===== src/rtl/if_id_pkg.sv =====
// if_id_pkg: shared types and constants for the IF/ID decoupling buffer.
package if_id_pkg;

    localparam logic [31:0] NOP_DEFAULT = 32'h0000_0000;

    typedef struct packed {
        logic [31:0] pc;
        logic [31:0] pc_4;
        logic [31:0] instr;
    } fetch_entry_t;

endpackage


===== src/rtl/if_id_entry_mem.sv =====
// if_id_entry_mem: DEPTH x fetch_entry_t register file, synchronous write, asynchronous read.
module if_id_entry_mem
    import if_id_pkg::*;
#(
    parameter  int DEPTH = 2,
    localparam int AW    = $clog2(DEPTH)
) (
    input  logic         clk,
    input  logic         we,
    input  logic [AW-1:0] waddr,
    input  fetch_entry_t wdata,
    input  logic [AW-1:0] raddr,
    output fetch_entry_t rdata
);

    fetch_entry_t mem_q [DEPTH];

    always_ff @(posedge clk) begin
        if (we) mem_q[waddr] <= wdata;
    end

    assign rdata = mem_q[raddr];

endmodule


===== src/rtl/if_id_buffer.sv =====
// if_id_buffer: in-order FIFO between fetch and decode with flush, stall and
// misaligned-pc flagging; ready depends only on registered occupancy.
module if_id_buffer
    import if_id_pkg::*;
#(
    parameter  int          DEPTH = 2,
    parameter  logic [31:0] NOP   = NOP_DEFAULT,
    localparam int          AW    = $clog2(DEPTH),
    localparam int          CW    = $clog2(DEPTH + 1)
) (
    input  logic          clk,
    input  logic          reset,
    input  logic          in_valid,
    output logic          in_ready,
    input  logic [31:0]   in_pc,
    input  logic [31:0]   in_pc_4,
    input  logic [31:0]   in_instr,
    input  logic          flush,
    input  logic          id_stall,
    output logic          out_valid,
    output logic [31:0]   out_pc,
    output logic [31:0]   out_pc_4,
    output logic [31:0]   out_instr,
    output logic          out_addr_err,
    output logic [CW-1:0] count
);

    localparam logic [CW-1:0] FULL = CW'(DEPTH);

    logic [AW-1:0] wr_ptr_q, wr_ptr_d, rd_ptr_q, rd_ptr_d;
    logic [CW-1:0] count_q, count_d;
    logic          push, pop;
    fetch_entry_t  head;

    assign in_ready  = count_q != FULL;
    assign out_valid = count_q != '0;
    assign count     = count_q;

    always_comb begin
        push     = in_valid & in_ready & ~flush;
        pop      = out_valid & ~id_stall & ~flush;
        wr_ptr_d = flush ? '0 : wr_ptr_q + AW'(push);
        rd_ptr_d = flush ? '0 : rd_ptr_q + AW'(pop);
        count_d  = flush ? '0 : count_q + CW'(push) - CW'(pop);
    end

    always_ff @(posedge clk or negedge reset) begin
        if (!reset) begin
            wr_ptr_q <= '0;
            rd_ptr_q <= '0;
            count_q  <= '0;
        end else begin
            wr_ptr_q <= wr_ptr_d;
            rd_ptr_q <= rd_ptr_d;
            count_q  <= count_d;
        end
    end

    if_id_entry_mem #(.DEPTH(DEPTH)) u_mem (
        .clk  (clk),
        .we   (push),
        .waddr(wr_ptr_q),
        .wdata('{pc: in_pc, pc_4: in_pc_4, instr: in_instr}),
        .raddr(rd_ptr_q),
        .rdata(head)
    );

    // Stale entries stay in the array; everything visible is masked by out_valid.
    always_comb begin
        out_pc       = out_valid ? head.pc    : '0;
        out_pc_4     = out_valid ? head.pc_4  : '0;
        out_instr    = out_valid ? head.instr : NOP;
        out_addr_err = out_valid & (head.pc[1:0] != 2'b00);
    end

endmodule


===== config.mk =====
export PLATFORM = sky130hd
export DESIGN_NAME = if_id_buffer
export DESIGN_NICKNAME = d
export VERILOG_FILES = /design/src/rtl/if_id_pkg.sv /design/src/rtl/if_id_entry_mem.sv /design/src/rtl/if_id_buffer.sv
export SDC_FILE = /design/constraint.sdc
export NUM_CORES = 1
export LEC_CHECK = 0
export CAP_MARGIN = 25
export CORE_UTILIZATION = 48
export CTS_CLUSTER_SIZE = 40
export DETAILED_ROUTE_END_ITERATION = 10
export PLACE_DENSITY = 0.9
export SLEW_MARGIN = 20
export SYNTH_ARGS = -nofsm -noshare
export SYNTH_HDL_FRONTEND = slang
export SYNTH_SLANG_ARGS = --single-unit

===== constraint.sdc =====
create_clock -name clk -period 3.8 [get_ports clk]
set_input_delay 1.14 -clock clk [delete_from_list [all_inputs] [get_ports clk]]
set_output_delay 1.14 -clock clk [all_outputs]
set_load 0.02 [all_outputs]

==> qor.csv <==
stage,metric,value,unit
run_status,outcome,"finished, final reports clean",
hold_path,min_from,wr_ptr_q,
final_layout,multi_input_area,1520,um^2
clock_tree,cts_root_buffer,clkbuf_16,
timing,fmax,287,MHz
floorplanning,die_area,16200,um^2
timing,setup_tns,0,ns
clock_tree,cts_buffer_depth,2,
worst_setup_path,r2r_slack,1.80,ns
worst_setup_path,crit_slowest_cell,dfrtp_4,
hold_path,hold_path_depth,3,
worst_setup_path,crit_type,flop to primary output,
timing,hold_viol_final,0,
place,io_buffers,201,
floorplanning,dieWidth,127,um
timing,period_share,91.6,%
synth,synth.cells.most_frequent,"edfxtp_1, nor2_1, mux2i_1",
route,first_pass_iters,4,
place,place.gp.congestion,0.762,
grt,grt_overflow,0,
place,placed_cell_area,9830,um^2
timing,finClkSkew,0.00924,ns
final_layout,final_nets,748,
final_layout,n_antenna_cell,0,
synth,synth.distinct_cells,20,
synth,syn_nets,537,
worst_setup_path,cp_top_family,buffers and inverters,
worst_setup_path,reg2reg_to,u_mem.mem_q[0][22],
final_layout,drive_above_1_share,6.25,%
floorplanning,die_h,127,um
pwr,p_per_area,553,nW/um^2
route,finalWirelength,15400,um
hold_path,hp-class,flop to flop,
timing,worstMarginPinSlew,0.587,ns
grt,grt_max_degree,97,
route,drc,0,
clock_tree,insertion_delay,0.42,ns
worst_setup_path,start_kind,flop,
timing,slew_headroom,60.9,%
floorplanning,row_count,45,
clock_tree,cts_setup_buffers,0,
worst_setup_path,r2r_cells,4,
pwr,leakagePower,3.40,nW
worst_setup_path,endpoint_kind,primary output,
final_layout,final_area,10400,um^2
clock_tree,hold_buffers,0,
hold_path,whs_endpoint,wr_ptr_q,
clock_tree,cts-buffers-inserted,17,
pwr,total_power,0.00574,W
route,wl_per_cell,17.8,um
timing,setup_violations,0,
timing,grt_setup_unrepaired,false,
worst_setup_path,cp.arrival,2.34,ns
floorplanning,ios,202,
timing,slew_viol_final,0,
synth,synth-async-reset-ratio,2.04,%
worst_setup_path,cp_cell_sequence,"buf_4, mux2i_1, nor2_1, clkdlybuf4s50_1",
synth,ys_ff_latch,196,
grt,grt_usage,19.2,%
route,detail-route-antenna-nets,0,
worst_setup_path,slowest_delay,0.74,ns
timing,period_needed,3.48,ns
job,cap_viol_max_count,0,
final_layout,seqCellArea,5870,um^2
synth,synth_top_area_cell,edfxtp_1,
synth,syn-cell-area,7510,um^2
worst_setup_path,cp_max_fo,23,
synth,ys_seq_area_share,78.1,%
clock_tree,tritoncts,yes,
floorplanning,core_area,15300,um^2
synth,syn_inst,432,
synth,yosysTopAreaCellShare,76.7,%
synth,syn_area_per_cell,17.4,um^2
worst_setup_path,cp_num_cells,4,
clock_tree,ctsResizeCount,0,
clock_tree,clkTransAtPathRegs,0.06,ns
grt,grt_pass1_vias,4553,
synth,synth_area_leaders,"edfxtp_1, mux2i_1, nor2_1",
worst_setup_path,crit_required,2.66,ns
clock_tree,htreeDepth,4,
floorplanning,start_util,49.2,%
place,post-dp-hpwl,10100,um
synth,yosysMostFrequentCell,edfxtp_1,
synth,ys.warnings.count,0,
pwr,max-vdd-ir-drop,0.336,mV
final_layout,filler_cell_count,979,
route,vias,4335,
grt,grt_pass1_wl,23000,um
clock_tree,clock_sinks,196,
route,drt_iter0_drc,183,
route,drt-vias-per-instance,5.00,
synth,synth_flop_cell,edfxtp_1,
worst_setup_path,r2r-start,count[0],
worst_setup_path,critPathBufInv,2,
grt,grt_antenna_before_repair,0,
synth,synth_edf_count,192,
final_layout,area_growth,38.1,%
[layout make-up]
cell class                      count  area share (%)
Clock buffer                       22            4.28
Inverter                            3           0.108
Timing Repair Buffer              213            21.1
Sequential cell                   196            56.6
Clock inverter                     10           0.820
Multi-Input combinational cell    212            14.6
Tap cell                          211            2.54
[registers in the layout, indices dropped and copies added, names as in the netlist]
signal       flops
count            2
rd_ptr_q         1
u_mem.mem_q    192
wr_ptr_q         1
[metrics by stage]
stage / utilization [%] / cells / setup slack [ns] / hold slack (ns)
floorplan: - / 432 / -0.307 / 0.595
global placement: 64.4 / 834 / 0.592 / 0.683
detailed placement: 64.4 / 834 / 0.543 / 0.713
CTS: 67.9 / 866 / 0.0655 / 0.722
global route: 68.0 / 867 / 0.213 / 0.752
finish: 68.0 / 867 / 0.320 / 0.716
[logic make-up (layout without fill, tap and decap cells)]
kind of cell | after synthesis | in the layout | share of synthesized area, %
flops | 196 | 196 | 78.1
simple gates | 108 | 108 | 5.66
mux | 97 | 97 | 12.9
buf+inv | 24 | 248 | 2.16
fa+ha+maj | 4 | 4 | 0.666
compound gates | 2 | 2 | 0.200
xor+xnor | 1 | 1 | 0.300
[power breakdown]
group	switching (W)	internal, W
sequential	0.0000635	0.00251
clock	0.000718	0.000897
combinational	0.000816	0.000737
[cell usage in the layout (no fill, tap or decap), types with 2 or more instances in the layout]
master           instances
dfrtp_1                  3
nor2b_1                  2
buf_4                    5
clkinv_1                 3
edfxtp_1               192
nor2_1                 101
clkbuf_1                 5
ha_1                     2
inv_1                    3
buf_12                   7
clkbuf_16               17
mux2i_1                 96
ha_4                     2
clkdlybuf4s50_1        201
clkinv_2                 2
clkinv_4                 3
[worst register-to-register path, stage by stage, from the launching register on]
cell	delay, ns
dfrtp_1	0.45
nand2b_1	0.19
and3b_1	0.28
ha_4	0.45
buf_12	0.30
[metal layers]
metal | up-vias | GRT usage (%) | wire, um
met5 | - | 0 | 0
li1 | 2023 | - | -
met4 | 0 | 7.63 | 248
met1 | 2126 | 21.0 | 5730
met3 | 19 | 5.61 | 1090
met2 | 167 | 34.9 | 8340
[worst max-delay path by stage]
stage	start	slack (ns)	end
2_1_floorplan	flush	-0.31	u_mem.mem_q[1][0]
3_3_place_gp	rd_ptr_q	0.59	out_pc[2]
3_5_place_dp	rd_ptr_q	0.54	out_pc[11]
4_1_cts	rd_ptr_q	0.07	out_pc[3]
5_1_grt	rd_ptr_q	0.21	out_pc[3]
6_report	rd_ptr_q	0.32	out_pc[25]
Note: power is estimated with default switching activity, not from simulation.
